**config.mk**
```make
export PLATFORM = sky130hd
export DESIGN_NAME = verify_param_flat
export DESIGN_NICKNAME = d
export VERILOG_FILES = /design/src/rtl/verify_pkg.sv /design/src/rtl/verify_param_if.sv /design/src/rtl/verify_strobe_timer.sv /design/src/rtl/verify_param.sv /design/src/flat_wrapper.sv
export SDC_FILE = /design/constraint.sdc
export NUM_CORES = 1
export LEC_CHECK = 0
export CORE_MARGIN = 4
export CORE_UTILIZATION = 49
export DETAILED_ROUTE_END_ITERATION = 8
export PLACE_DENSITY_LB_ADDON = 0.25
export SLEW_MARGIN = 20
export SYNTH_ARGS = -nofsm -noshare
export SYNTH_HDL_FRONTEND = slang
export SYNTH_SLANG_ARGS = --single-unit
```
**constraint.sdc**
```tcl
create_clock -name clk -period 1.87 [get_ports clk]
set_input_delay 0.4675 -clock clk [delete_from_list [all_inputs] [get_ports clk]]
set_output_delay 0.4675 -clock clk [all_outputs]
set_load 0.05 [all_outputs]
```
**src/rtl/verify_pkg.sv**
```systemverilog
// rtl/verify_pkg.sv - shared types, ASCII constants and character classifier for verify_param
package verify_pkg;

  typedef enum logic [2:0] {IDLE, LEAD, VOW, PUN, DIG, ERR} state_t;
  typedef enum logic [2:0] {C_NUL, C_SP, C_VOW, C_PUN, C_DIG, C_OTH} char_class_t;

  localparam logic [7:0] NUL     = 8'h00;
  localparam logic [7:0] SP      = 8'h20;
  localparam logic [7:0] P_COMMA = 8'h2C;
  localparam logic [7:0] P_BANG  = 8'h21;
  localparam logic [7:0] P_DOT   = 8'h2E;
  localparam logic [7:0] P_QUES  = 8'h3F;
  localparam logic [7:0] P_SEMI  = 8'h3B;
  localparam logic [7:0] P_COLON = 8'h3A;

  // case_mode: 0 = either case, 1 = lowercase only, 2 = uppercase only
  function automatic char_class_t classify(input logic [7:0] c, input logic [1:0] case_mode);
    logic lower_v;
    logic upper_v;
    lower_v = (c == 8'h61) || (c == 8'h65) || (c == 8'h69) || (c == 8'h6F) || (c == 8'h75);
    upper_v = (c == 8'h41) || (c == 8'h45) || (c == 8'h49) || (c == 8'h4F) || (c == 8'h55);
    if (c == NUL)
      return C_NUL;
    else if (c == SP)
      return C_SP;
    else if ((lower_v && case_mode != 2'd2) || (upper_v && case_mode != 2'd1))
      return C_VOW;
    else if ((c == P_COMMA) || (c == P_BANG) || (c == P_DOT) ||
             (c == P_QUES) || (c == P_SEMI) || (c == P_COLON))
      return C_PUN;
    else if ((c >= 8'h30) && (c <= 8'h39))
      return C_DIG;
    else
      return C_OTH;
  endfunction

endpackage

```
**src/rtl/verify_param_if.sv**
```systemverilog
// rtl/verify_param_if.sv - character input and verdict output bundle for verify_param
interface verify_param_if #(
  parameter int CNT_W = 8
);
  logic [7:0]       ascii_char;
  logic             char_valid;
  logic             sequence_valid;
  logic             output_strobe;
  logic [CNT_W-1:0] valid_count;
  logic [CNT_W-1:0] error_count;

  modport master (
    output ascii_char, char_valid,
    input  sequence_valid, output_strobe, valid_count, error_count
  );

  modport slave (
    input  ascii_char, char_valid,
    output sequence_valid, output_strobe, valid_count, error_count
  );
endinterface

```
**src/rtl/verify_strobe_timer.sv**
```systemverilog
// rtl/verify_strobe_timer.sv - retriggerable down-counter holding the verdict strobe high
module verify_strobe_timer #(
  parameter int STROBE_LEN = 10
) (
  input  logic clk,
  input  logic rst,
  input  logic load,
  output logic strobe
);
  localparam int TW = $clog2(STROBE_LEN + 1);

  logic [TW-1:0] timer;

  always_ff @(posedge clk or posedge rst) begin
    if (rst)
      timer <= '0;
    else if (load)
      timer <= TW'(STROBE_LEN);
    else if (timer != '0)
      timer <= timer - 1'b1;
  end

  assign strobe = (timer != '0);

endmodule

```
**src/rtl/verify_param.sv**
```systemverilog
// rtl/verify_param.sv - NUL-delimited frame recogniser with verdict strobe and saturating counters
module verify_param #(
  parameter int UART_TX_baud = 20,
  parameter int freq         = 200,
  parameter int MAX_VOWELS   = 8,
  parameter int MAX_DIGITS   = 8,
  parameter int CASE_MODE    = 0,
  parameter int CNT_W        = 8
) (
  input  logic         clk,
  input  logic         rst,
  verify_param_if.slave bus
);
  import verify_pkg::*;

  localparam int STROBE_LEN = ((freq / UART_TX_baud) > 1) ? (freq / UART_TX_baud) : 1;
  localparam int VW = $clog2(MAX_VOWELS + 1);
  localparam int DW = $clog2(MAX_DIGITS + 1);

  state_t           state, state_nx;
  logic [VW-1:0]    vcnt, vcnt_nx;
  logic [DW-1:0]    dcnt, dcnt_nx;
  logic             lead_seen, lead_seen_nx;
  logic             verdict, verdict_pass;
  logic             seq_q;
  logic [CNT_W-1:0] vcount_q, ecount_q;
  logic             strobe;
  char_class_t      cls;

  assign cls = classify(bus.ascii_char, 2'(CASE_MODE));

  always_comb begin
    state_nx     = state;
    vcnt_nx      = vcnt;
    dcnt_nx      = dcnt;
    lead_seen_nx = lead_seen;
    verdict      = 1'b0;
    verdict_pass = 1'b0;
    if (bus.char_valid) begin
      case (state)
        IDLE: if (cls == C_NUL) state_nx = LEAD;
        LEAD: begin
          case (cls)
            C_SP:  lead_seen_nx = 1'b1;
            C_VOW: begin state_nx = VOW; vcnt_nx = VW'(1); end
            // spaces-only frames are failures; a bare NUL,NUL is not a frame at all
            C_NUL: begin verdict = lead_seen; lead_seen_nx = 1'b0; end
            default: state_nx = ERR;
          endcase
        end
        VOW: begin
          case (cls)
            C_VOW: begin
              if (vcnt == VW'(MAX_VOWELS)) state_nx = ERR;
              else                         vcnt_nx  = vcnt + 1'b1;
            end
            C_PUN:   state_nx = PUN;
            C_NUL:   begin verdict = 1'b1; state_nx = LEAD; end
            default: state_nx = ERR;
          endcase
        end
        PUN: begin
          case (cls)
            C_DIG:   begin state_nx = DIG; dcnt_nx = DW'(1); end
            C_NUL:   begin verdict = 1'b1; state_nx = LEAD; end
            default: state_nx = ERR;
          endcase
        end
        DIG: begin
          case (cls)
            C_DIG: begin
              if (dcnt == DW'(MAX_DIGITS)) state_nx = ERR;
              else                         dcnt_nx  = dcnt + 1'b1;
            end
            C_NUL:   begin verdict = 1'b1; verdict_pass = 1'b1; state_nx = LEAD; end
            default: state_nx = ERR;
          endcase
        end
        ERR: if (cls == C_NUL) begin verdict = 1'b1; state_nx = LEAD; end
        default: state_nx = IDLE;
      endcase
    end
    if (state_nx != LEAD) lead_seen_nx = 1'b0;
  end

  always_ff @(posedge clk or posedge rst) begin
    if (rst) begin
      state     <= IDLE;
      vcnt      <= '0;
      dcnt      <= '0;
      lead_seen <= 1'b0;
      seq_q     <= 1'b0;
      vcount_q  <= '0;
      ecount_q  <= '0;
    end else begin
      state     <= state_nx;
      vcnt      <= vcnt_nx;
      dcnt      <= dcnt_nx;
      lead_seen <= lead_seen_nx;
      if (verdict) begin
        seq_q <= verdict_pass;
        if (verdict_pass) begin
          if (vcount_q != '1) vcount_q <= vcount_q + 1'b1;
        end else begin
          if (ecount_q != '1) ecount_q <= ecount_q + 1'b1;
        end
      end
    end
  end

  verify_strobe_timer #(
    .STROBE_LEN(STROBE_LEN)
  ) u_strobe_timer (
    .clk   (clk),
    .rst   (rst),
    .load  (verdict),
    .strobe(strobe)
  );

  assign bus.sequence_valid = seq_q;
  assign bus.output_strobe  = strobe;
  assign bus.valid_count    = vcount_q;
  assign bus.error_count    = ecount_q;

endmodule

```
**src/flat_wrapper.sv**
```systemverilog
// flat-port wrapper written by rule: the top's interface ports become plain ports
module verify_param_flat import verify_pkg::*;
#(
  parameter int UART_TX_baud = 20,
  parameter int freq         = 200,
  parameter int MAX_VOWELS   = 8,
  parameter int MAX_DIGITS   = 8,
  parameter int CASE_MODE    = 0,
  parameter int CNT_W        = 8
)
  (clk, rst, bus_ascii_char, bus_char_valid, bus_sequence_valid, bus_output_strobe, bus_valid_count, bus_error_count);
  verify_param_if #(.CNT_W(CNT_W)) bus_i ();
  input  logic clk;
  input  logic rst;
  input wire logic [$bits(bus_i.ascii_char)-1:0] bus_ascii_char;
  input wire logic [$bits(bus_i.char_valid)-1:0] bus_char_valid;
  output wire logic [$bits(bus_i.sequence_valid)-1:0] bus_sequence_valid;
  output wire logic [$bits(bus_i.output_strobe)-1:0] bus_output_strobe;
  output wire logic [$bits(bus_i.valid_count)-1:0] bus_valid_count;
  output wire logic [$bits(bus_i.error_count)-1:0] bus_error_count;
  assign bus_i.ascii_char = bus_ascii_char;
  assign bus_i.char_valid = bus_char_valid;
  assign bus_sequence_valid = bus_i.sequence_valid;
  assign bus_output_strobe = bus_i.output_strobe;
  assign bus_valid_count = bus_i.valid_count;
  assign bus_error_count = bus_i.error_count;
  verify_param #(.UART_TX_baud(UART_TX_baud), .freq(freq), .MAX_VOWELS(MAX_VOWELS), .MAX_DIGITS(MAX_DIGITS), .CASE_MODE(CASE_MODE), .CNT_W(CNT_W)) u_core (.clk(clk), .rst(rst), .bus(bus_i));
endmodule
```
# [Word-level counts from Yosys, hierarchy flattened]
# Cells that the tools add are included.
[word_totals] reg_bits=33 input_bits=11
[op_classes] n_addsub=5 magnitude_cmp=2 n_eq_ne=37 muxes=34 bitwise_logic=1 reduce_logical=33
[ops] op="8-bit by 7-bit == test with 1-bit output (second input constant)" count=10
[ops] op="8-bit by 6-bit == test with 1-bit output (second input constant)" count=7
[ops] op="4-bit two-way mux" count=8
[ops] op="3-bit two-way mux" count=8
[ops] op="3-bit one-hot mux with 2 select lines" count=3
[ops] op="8-bit by 1-bit adder with 8-bit output (second input constant)" count=2
[ops] op="8-bit != test (second input constant)" count=2
[ops] op="4-bit one-hot mux with 2 select lines" count=2
[ops] op="3-bit one-hot mux with 5 select lines" count=1
[ops] op="1-bit logical OR" count=14
[ops] op="3-bit by 2-bit == test with 1-bit output (second input constant)" count=4
[ops] op="5-bit AND reduction" count=2
[ops] op="2-bit nonzero test" count=5
[ops] op="3-bit == test (second input constant)" count=3
[ops] op="1-bit two-way mux" count=9
[ops] op="3-bit one-hot mux with 3 select lines" count=1
[ops] op="3-bit AND reduction" count=3
[ops] op="4-bit by 1-bit adder with 4-bit output (second input constant)" count=2
[ops] op="4-bit == test (second input constant)" count=2
[ops] op="8-bit by 6-bit >= comparator with 1-bit output (second input constant)" count=1
[ops] op="8-bit by 6-bit less-or-equal comparator with 1-bit output (second input constant)" count=1
[ops] op="8-bit zero test" count=1
[ops] op="2-bit by 1-bit != test with 1-bit output (second input constant)" count=4
[ops] op="3-bit by 1-bit == test with 1-bit output (second input constant)" count=2
[ops] op="11 further kinds" count=15

# [Depth between registers and ports, before layout]
# Gate-level depths: netlist (run 1).
[logic_depth] word_depth=18 depth_mapped=7 mapped_depth_nobuf=7

# [Modules after synthesis]
# A second synthesis (run 1) with hierarchy kept.
[hier_totals] hier_cells=216 hier_area_um2=2095.8
[modules_own_cells] module="verify_param" instances=1 cells_per_inst=193 area_each_um2=1864.3 seq_area_each_um2=725.7
[modules_own_cells] module="verify_strobe_timer" instances=1 cells_per_inst=23 area_each_um2=231.5 seq_area_each_um2=100.1

# [Worst setup path after synthesis (run 1)]
# Ideal clock, no wire load.
[synth_timing] path_kind="flip-flop to flip-flop" from="register u_core.vcount_q[0] (netlist: u_core.bus.valid_count[0])" to="register u_core.vcount_q[1] (netlist: u_core.bus.valid_count[1])" setup_time_ps=127 arrival_ps=1946 slack_ps=-204 stages_incl_launch_ff=6 n_path_buf=0 period_less_slack_ps=2074 path_cell_list="dfrtp_1 > ha_1 > and3_1 > a31o_1 > nor3_2 > mux2_1"
[synth_between] elab_chain_len=2
[synth_lines] element="start: declaration" line="verify_param.sv:26" rtl="logic [CNT_W-1:0] vcount_q, ecount_q;"
[synth_lines] element="start signal: assignment" line="verify_param.sv:103" rtl="if (vcount_q != '1) vcount_q <= vcount_q + 1'b1;"
[synth_lines] element="parallel branches: the longest is 2 deep, another holds 8-bit by 1-bit adder with 8-bit output"
# Parallel ways; which one is timed is not known.
# A chain may end at the register's enable or synchronous reset.

# [Final worst setup path (run 1)]
[layout_timing] from="input port bus_ascii_char[5]" to="register u_core.lead_seen"
[layout_between] elab_chain_len=18
[layout_lines] element="start: declaration" line="flat_wrapper.sv:15" rtl="input wire logic [$bits(bus_i.ascii_char)-1:0] bus_ascii_char;"
[layout_lines] element="parallel branches: the longest is 9 deep, another holds 8-bit by 6-bit >= comparator with 1-bit output"
[layout_lines] element="3-bit two-way mux *" line="verify_pkg.sv:22" rtl="if (c == NUL)"
[layout_lines] element="3-bit by 1-bit == test with 1-bit output or 3-bit zero test (tied branches)" line="verify_param.sv:43, verify_param.sv:41, verify_param.sv:52"
[layout_lines] element="2-bit OR reduction (no source line)"
[layout_lines] element="3-bit one-hot mux with 2 select lines" line="verify_param.sv:43" rtl="case (cls)"
[layout_lines] element="3-bit one-hot mux with 5 select lines *" line="verify_param.sv:40" rtl="case (state)"
[layout_lines] element="3-bit two-way mux *" line="verify_param.sv:39" rtl="if (bus.char_valid) begin"
[layout_lines] element="via u_core.state_nx[0]" line="verify_param.sv:20" rtl="state_t state, state_nx;"
[layout_lines] element="3-bit by 1-bit != test with 1-bit output *" line="verify_param.sv:83" rtl="if (state_nx != LEAD) lead_seen_nx = 1'b0;"
[layout_lines] element="3-bit nonzero test (no source line) or 2-bit nonzero test (tied branches)"
[layout_lines] element="3-bit AND reduction (no source line)"
[layout_lines] element="end signal: assignment" line="verify_param.sv:99" rtl="lead_seen <= lead_seen_nx;"
[layout_lines] element="end: declaration" line="verify_param.sv:23" rtl="logic lead_seen, lead_seen_nx;"
# Mark *: on every way through the listed nets, which the timed path passes. The select of a mux whose other input is x is not followed.

==> flow_metrics.env, run 1 <==
export IMPL_synth_cell_area_um2=2040
export IMPL_timing_hold_worst_class="reg2reg"
export IMPL_crit_fanout=3
export IMPL_layout_core_utilization_pct=72.1
export IMPL_drt_pass1_iter_count=5
export IMPL_cts_hold_fix_buffers=0
export IMPL_final_layout_size_suffix_gt1_share_pct=40.7
export IMPL_placement_setup_worst_slack_ns=-0.725
export IMPL_synth_largest_type_area_fraction_pct=40.4
export IMPL_clk_pin_slew_worst_paths_ns=0.06
export IMPL_drt_initial_drc_count=98
export IMPL_yosys_top_cells_area="sky130_fd_sc_hd__dfrtp_1, sky130_fd_sc_hd__xnor2_1, sky130_fd_sc_hd__ha_1"
export IMPL_yosysTopAreaCell="sky130_fd_sc_hd__dfrtp_1"
export IMPL_syn_num_nets=230
export IMPL_route_final_wire_length_mm=4.82
export IMPL_grt_antenna_before_repair=0
export IMPL_setup_repair_after_global_routing_missed_its_margin="yes"
export IMPL_power_ir_vdd_worst_mv=0.508
export IMPL_num_io_pins=29
export IMPL_ys_async_sr_fraction_pct=100
export IMPL_timing_hold_worst_endpoint="u_core.bus.error_count[5]"
export IMPL_worstReg2RegStart="u_core.state[2]"
export IMPL_clk_insertion_delay_late_ns=0.28
export IMPL_synth_lib_cells_used_distinct=59
export IMPL_nNetsFinal=302
export IMPL_syn_to_final_growth_pct=42.2
export IMPL_global_route_overflow_total=0
export IMPL_max_slew_worst_pin_slew_ns=0.409
export IMPL_num_fill_cells=293
export IMPL_drt_wirelength_per_cell_um=14.4
export IMPL_powerDensity_nw_per_um2=868
export IMPL_dominantRegCellSynth="sky130_fd_sc_hd__dfrtp_1"
export IMPL_maximum_number_of_pins_on_one_net_before_global_route_repair=34
export IMPL_finalSetupViolCount=3
export IMPL_die_w_um=72.6
export IMPL_die_height_um=72.6
export IMPL_core_area_um2=4030
export IMPL_route_vias_total=1838
export IMPL_period_needed_ns=1.93
export IMPL_routed_via_density=5.49
export IMPL_report_power_total_uw=2520
export IMPL_hold_path_cell_count=1
export IMPL_dpl_hpwl_mm=3.33
export IMPL_grt_first_pass_wirelength_mm=8.11
export IMPL_first_global_vias=1790
export IMPL_cts_buffers_inserted=5
export IMPL_critical_path_reg2reg_endpoint="u_core.lead_seen"
export IMPL_synth_warning_count=0
export IMPL_htree_num_levels=2
export IMPL_worstSetupStartpointType="input port"
export IMPL_synth_common_cells="sky130_fd_sc_hd__dfrtp_1, sky130_fd_sc_hd__nand2_1, sky130_fd_sc_hd__xnor2_1, sky130_fd_sc_hd__nand4_1, sky130_fd_sc_hd__nor2_1"
export IMPL_achievable_frequency_mhz=519
export IMPL_clock_skew_ns=0.00607
export IMPL_critical_path_endpoint_type="register"
export IMPL_criticalPathCategory="in2reg"
export IMPL_clock_root_buffer="sky130_fd_sc_hd__clkbuf_8"
export IMPL_syn_inst=212
export IMPL_yosysSeqAreaShare_pct=40.4
export IMPL_clockBufferDepth=2
export IMPL_drc_errors=0
export IMPL_timing_final_max_slew_violations=0
export IMPL_failed_checks="setup timing"
export IMPL_syn_area_per_cell_um2=9.64
export IMPL_numClockSinks=33
export IMPL_ant_nets=0
export IMPL_yosys_cell_count_top_type="sky130_fd_sc_hd__dfrtp_1"
export IMPL_hp_start="u_core.bus.error_count[5]"
export IMPL_total_die_area_um2=5270
export IMPL_cp_arrival_ns=2.09
export IMPL_run_status="complete, but fails checks"
export IMPL_max_cap_violations=0
export IMPL_antennaDiodeCount=0
export IMPL_synth_ff_latch_count=33
export IMPL_r2r_setup_slack_ns=-0.03
export IMPL_finalHoldViolCount=0
export IMPL_postLayoutSetupSlackWorst_ns=-0.0550
export IMPL_initial_core_util_pct=50.7
export IMPL_final_min_period_over_clock_period_pct=103
export IMPL_reg2regPathDepth=5
export IMPL_max_slew_margin_rel_pct=72.6
export IMPL_track_usage_pct=19.4
export IMPL_std_cell_rows=23
export IMPL_critPathRequiredTime_ns=2.03
export IMPL_port_buffers=28
export IMPL_power_leakage_uw=0.00130
export IMPL_place_congestion=0.845
export IMPL_cts_tree="yes"
export IMPL_synth_edf_count=0
area by class of cell:
class	instances	area (um2)	area share, %
flip-flops and latches	33	836	28.8
inverters	9	33.8	1.16
multi-input cells	163	1290	44.6
clock inverters	1	30.0	1.03
well taps	50	62.6	2.15
clock buffers	7	86.3	2.97
repair buffers	72	563	19.4
registers in the layout, summed over array words and instances (netlist names):
name                         flops
u_core.vcnt                      4
u_core.bus.sequence_valid        1
u_core.u_strobe_timer.timer      4
u_core.lead_seen                 1
u_core.dcnt                      4
u_core.state                     3
u_core.bus.valid_count           8
u_core.bus.error_count           8
routing by layer:
layer / wire [um] / GRT usage (%)
met5: 0 / 0
met4: 127 / 8.81
met3: 241 / 4.41
met2: 2290 / 30.9
met1: 2160 / 25.2
worst max-delay path: stages:
cell and delay (ns):
sky130_fd_sc_hd__clkdlybuf4s15_1 0.25, sky130_fd_sc_hd__nand4bb_4 0.17, sky130_fd_sc_hd__a221oi_4 0.34, sky130_fd_sc_hd__nor3b_1 0.11, sky130_fd_sc_hd__or4_4 0.55, sky130_fd_sc_hd__and4bb_1 0.21
layout by cell type (no fill, tap or decap), types with 4 or more instances in the layout:
master / count
sky130_fd_sc_hd__buf_4: 60
sky130_fd_sc_hd__dfrtp_1: 25
sky130_fd_sc_hd__nand2_1: 18
sky130_fd_sc_hd__xnor2_1: 13
sky130_fd_sc_hd__nand4_1: 11
sky130_fd_sc_hd__nor2_1: 9
sky130_fd_sc_hd__dfrtp_2: 8
sky130_fd_sc_hd__o21ai_0: 7
sky130_fd_sc_hd__nand2b_1: 7
sky130_fd_sc_hd__o21ai_1: 6
sky130_fd_sc_hd__nand3_1: 6
sky130_fd_sc_hd__inv_1: 6
sky130_fd_sc_hd__clkbuf_8: 6
sky130_fd_sc_hd__ha_1: 5
sky130_fd_sc_hd__and3_1: 4
sky130_fd_sc_hd__nor3_1: 4
sky130_fd_sc_hd__buf_2: 4
timing repair:
item	4_1_cts	5_1_grt
resized for setup	52	7
setup buffers	5	2
pin swaps	14	4
endpoints found under the setup margin	33	18
logic make-up after synthesis:
| group | after synthesis | synth area share, % |
|---|---|---|
| mux | 6 | 3.24 |
| flops | 33 | 40.4 |
| fa+ha+maj | 7 | 4.28 |
| simple gates | 97 | 29.4 |
| xor+xnor | 14 | 6.00 |
| buf+inv | 16 | 3.00 |
| compound gates | 39 | 13.6 |
power by group:
| part | internal [uW] | leakage (uW) | switching (uW) |
|---|---|---|---|
| sequential | 800 | 0.000426 | 76.8 |
| clock | 434 | 0.0000585 | 252 |
| combinational | 481 | 0.000818 | 479 |
worst max-delay path by stage:
| stage | from | to | slack (ns) | depth (start not counted) |
|---|---|---|---|---|
| floorplan | bus_ascii_char[3] | u_core.lead_seen | -0.09 | 6 |
| global placement | bus_ascii_char[2] | u_core.lead_seen | -0.72 | 6 |
| detailed placement | bus_ascii_char[2] | u_core.lead_seen | -0.73 | 6 |
| CTS | bus_ascii_char[1] | u_core.lead_seen | -0.05 | 6 |
| global route | u_core.vcnt[1] | u_core.lead_seen | -0.09 | 7 |
| finish | bus_ascii_char[5] | u_core.lead_seen | -0.06 | 6 |
metrics by stage:
step	area, um2	setup TNS (ns)	std cells	hold slack (ns)
2_1_floorplan	2120	-0.114	212	0.486
3_3_place_gp	2650	-17.07	320	0.470
3_5_place_dp	2650	-16.89	320	0.472
4_1_cts	2870	-0.0857	333	0.481
5_1_grt	2910	-0.742	335	0.507
6_report	2910	-0.0962	335	0.480
Note: power is estimated with default switching activity, not from simulation.
==> inputs of run 2 (changes only) <==
- SYNTH_HIERARCHICAL: unset -> 1
==> run 2 against run 1 <==
Effect of this change:
- the flow still finishes with violations (setup timing)
- die area grew 2.2%
- core utilization grew 1.7 points
- cell count rose by 2.1%
- synthesized cell count up 1.9%
- total power shrank 6.1%
- combinational power down 16%
- critical path depth rose by 1
- sequential cell count stayed put
- area after synthesis is 2.5% higher
- largest power group is now registers
==> flow_metrics.env, run 2 <==
export IMPL_run_status="complete, but fails checks"
export IMPL_failed_checks="setup timing"
export IMPL_synth_largest_type_area_fraction_pct=39.4
export IMPL_synth_common_cells="sky130_fd_sc_hd__dfrtp_1, sky130_fd_sc_hd__nand2_1, sky130_fd_sc_hd__nor2_1, sky130_fd_sc_hd__inv_1, sky130_fd_sc_hd__o21ai_0"
export IMPL_initial_core_util_pct=51.6
export IMPL_hold_worst_slack_ns=0.409
export IMPL_yosysTopAreaCell="sky130_fd_sc_hd__dfrtp_1"
export IMPL_htree_num_levels=2
export IMPL_synth_simple_gate_area_share_pct=29.1
export IMPL_criticalPathCategory="in2reg"
export IMPL_power_ir_vdd_worst_mv=0.540
export IMPL_postLayoutSetupSlackWorst_ns=-0.0397
export IMPL_synth_edf_count=0
export IMPL_yosys_top_cells_area="sky130_fd_sc_hd__dfrtp_1, sky130_fd_sc_hd__ha_1, sky130_fd_sc_hd__xor2_1"
export IMPL_num_io_pins=29
export IMPL_clockBufferDepth=2
export IMPL_crit_fanout=7
export IMPL_synth_ff_latch_count=33
export IMPL_period_needed_ns=1.91
export IMPL_syn_to_final_growth_pct=43.0
export IMPL_worstSetupStartpointType="input port"
export IMPL_yosysSeqAreaShare_pct=39.4
export IMPL_max_slew_worst_pin_slew_ns=0.385
export IMPL_die_height_um=73.4
export IMPL_syn_inst=216
export IMPL_synthXorXnorAreaFrac_pct=6.63
export IMPL_yosys_cell_count_top_type="sky130_fd_sc_hd__dfrtp_1"
export IMPL_tns_ns=-0.107
export IMPL_synth_fa_ha_area_share_pct=4.78
export IMPL_port_buffers=28
export IMPL_finalHoldViolCount=0
export IMPL_max_slew_margin_rel_pct=74.3
export IMPL_r2r_setup_slack_ns=0.04
export IMPL_drc_errors=0
export IMPL_ys_async_sr_fraction_pct=100
export IMPL_critPathRequiredTime_ns=2.07
export IMPL_finalSetupViolCount=5
export IMPL_synth_lib_cells_used_distinct=61
export IMPL_routed_via_density=5.59
export IMPL_nNetsFinal=310
export IMPL_cts_buffers_inserted=5
export IMPL_final_min_period_over_clock_period_pct=102
export IMPL_ant_nets=0
export IMPL_layout_core_utilization_pct=73.9
export IMPL_timing_hold_worst_class="in2async"
export IMPL_die_w_um=73.4
export IMPL_route_vias_total=1912
export IMPL_grt_first_pass_wirelength_mm=8.85
export IMPL_std_cell_rows=23
export IMPL_syn_num_nets=235
export IMPL_total_die_area_um2=5390
export IMPL_synth_warning_count=6
export IMPL_drt_initial_drc_count=84
export IMPL_grt_antenna_before_repair=0
export IMPL_antennaDiodeCount=0
export IMPL_dpl_hpwl_mm=3.58
export IMPL_maximum_number_of_pins_on_one_net_before_global_route_repair=30
export IMPL_reg2regPathDepth=7
export IMPL_synth_compound_gate_area_share_pct=14.0
export IMPL_track_usage_pct=20.9
export IMPL_critical_path_reg2reg_endpoint="u_core/u_strobe_timer/timer[1]"
export IMPL_place_congestion=0.912
export IMPL_achievable_frequency_mhz=524
export IMPL_worstReg2RegStart="u_core/state[1]"
export IMPL_final_layout_size_suffix_gt1_share_pct=39.7
export IMPL_clk_insertion_delay_late_ns=0.28
export IMPL_clock_root_buffer="sky130_fd_sc_hd__clkbuf_8"
export IMPL_dominantRegCellSynth="sky130_fd_sc_hd__dfrtp_1"
export IMPL_powerDensity_nw_per_um2=791
export IMPL_core_area_um2=4060
export IMPL_drt_pass1_iter_count=4
export IMPL_timing_final_max_slew_violations=0
export IMPL_stdcell_count=342
export IMPL_numClockSinks=33
export IMPL_power_leakage_uw=0.00143
export IMPL_place_inst=328
export IMPL_cts_tree="yes"
export IMPL_first_global_vias=1923
export IMPL_syn_area_per_cell_um2=9.70
export IMPL_cp_arrival_ns=2.11
export IMPL_route_final_wire_length_mm=5.24
export IMPL_setup_repair_after_global_routing_missed_its_margin="yes"
export IMPL_critical_path_endpoint_type="register"
export IMPL_final_common_cell="sky130_fd_sc_hd__buf_4"
export IMPL_synth_cell_area_um2=2100
export IMPL_global_route_overflow_total=0
export IMPL_largest_family_of_logic_cells_by_synthesized_area="simple AND/OR/NAND/NOR gates"
export IMPL_max_cap_violations=0
export IMPL_clk_pin_slew_worst_paths_ns=0.07
export IMPL_most_common_layout_cells="sky130_fd_sc_hd__buf_4, sky130_fd_sc_hd__dfrtp_1, sky130_fd_sc_hd__nand2_1"
export IMPL_synthMuxAreaShare_pct=2.69
export IMPL_clock_skew_ns=0.00502
export IMPL_drt_wirelength_per_cell_um=15.3
run 2: changes by cell type after synthesis, moves of 4 or more:
cell and delta:
sky130_fd_sc_hd__nand3_1 +4, sky130_fd_sc_hd__o21ai_0 +6, sky130_fd_sc_hd__xnor2_1 -8, sky130_fd_sc_hd__nand2b_1 -4, sky130_fd_sc_hd__nor2_1 +4, sky130_fd_sc_hd__inv_1 +4, sky130_fd_sc_hd__o21ai_1 -7, sky130_fd_sc_hd__nand4_1 -7
sky130_fd_sc_hd__xor2_1 +8
run 2: repair_timing:
action	4_1_cts	5_1_grt
hold buffers	0	0
pin swaps	15	6
resized for setup	45	14
setup buffers	4	2
endpoints found under the setup margin	34	26
run 2: cell families after synthesis:
group,Yosys count
AO/OA/AOI/OAI,42
XOR/XNOR,15
adder cells (fa/ha/maj),8
buffers and inverters,18
flip-flops,33
multiplexers,5
AND/OR/NAND/NOR,95
run 2: per-layer routing:
| metal | vias up | global-route usage, % | wire length [um] |
|---|---|---|---|
| met2 | 61 | 34.7 | 2520 |
| met5 | - | 0 | 0 |
| met3 | 9 | 5.06 | 318 |
| met1 | 905 | 27.8 | 2310 |
| li1 | 937 | - | - |
| met4 | 0 | 4.43 | 93 |
run 2: worst max path at each step:
stage,start,end,cells past startpoint
4_1_cts,bus_ascii_char[4],u_core/lead_seen,7
3_3_place_gp,bus_ascii_char[1],u_core/lead_seen,6
2_1_floorplan,bus_ascii_char[1],u_core/bus.valid_count[1],5
5_1_grt,bus_ascii_char[4],u_core/lead_seen,7
3_5_place_dp,bus_ascii_char[1],u_core/lead_seen,6
6_report,bus_ascii_char[4],u_core/bus.error_count[5],7
run 2: cell type report:
type,count,area [um2]
Tap cell,50,62.6
Multi-Input combinational cell,165,1350
Timing Repair Buffer,73,593
Sequential cell,33,828
Clock buffer,7,86.3
Clock inverter,1,30.0
Fill cell,282,1060
Inverter,13,48.8
run 2: report_power, final:
group / switching (uW) / internal [uW]
sequential: 79.8 / 787
clock: 257 / 434
combinational: 389 / 423
total: 726 / 1640
run 2: through the flow:
| stage | worst slack (ns) | instance area (um2) | power, uW |
|---|---|---|---|
| 2_1_floorplan | -0.183 | 2100 | 1280 |
| 3_3_place_gp | -0.658 | 2680 | 1500 |
| 3_5_place_dp | -0.658 | 2680 | 1520 |
| 4_1_cts | -0.101 | 2920 | 2310 |
| 5_1_grt | -0.105 | 3000 | 2510 |
| 6_report | -0.0397 | 3000 | 2370 |
run 2: worst max-delay path, stage by stage:
cell	delay (ns)
sky130_fd_sc_hd__buf_6	0.09
sky130_fd_sc_hd__or4_4	0.55
sky130_fd_sc_hd__nor4_4	0.29
sky130_fd_sc_hd__buf_4	0.21
sky130_fd_sc_hd__nand3_4	0.13
sky130_fd_sc_hd__nor3_2	0.22
sky130_fd_sc_hd__xor2_1	0.16
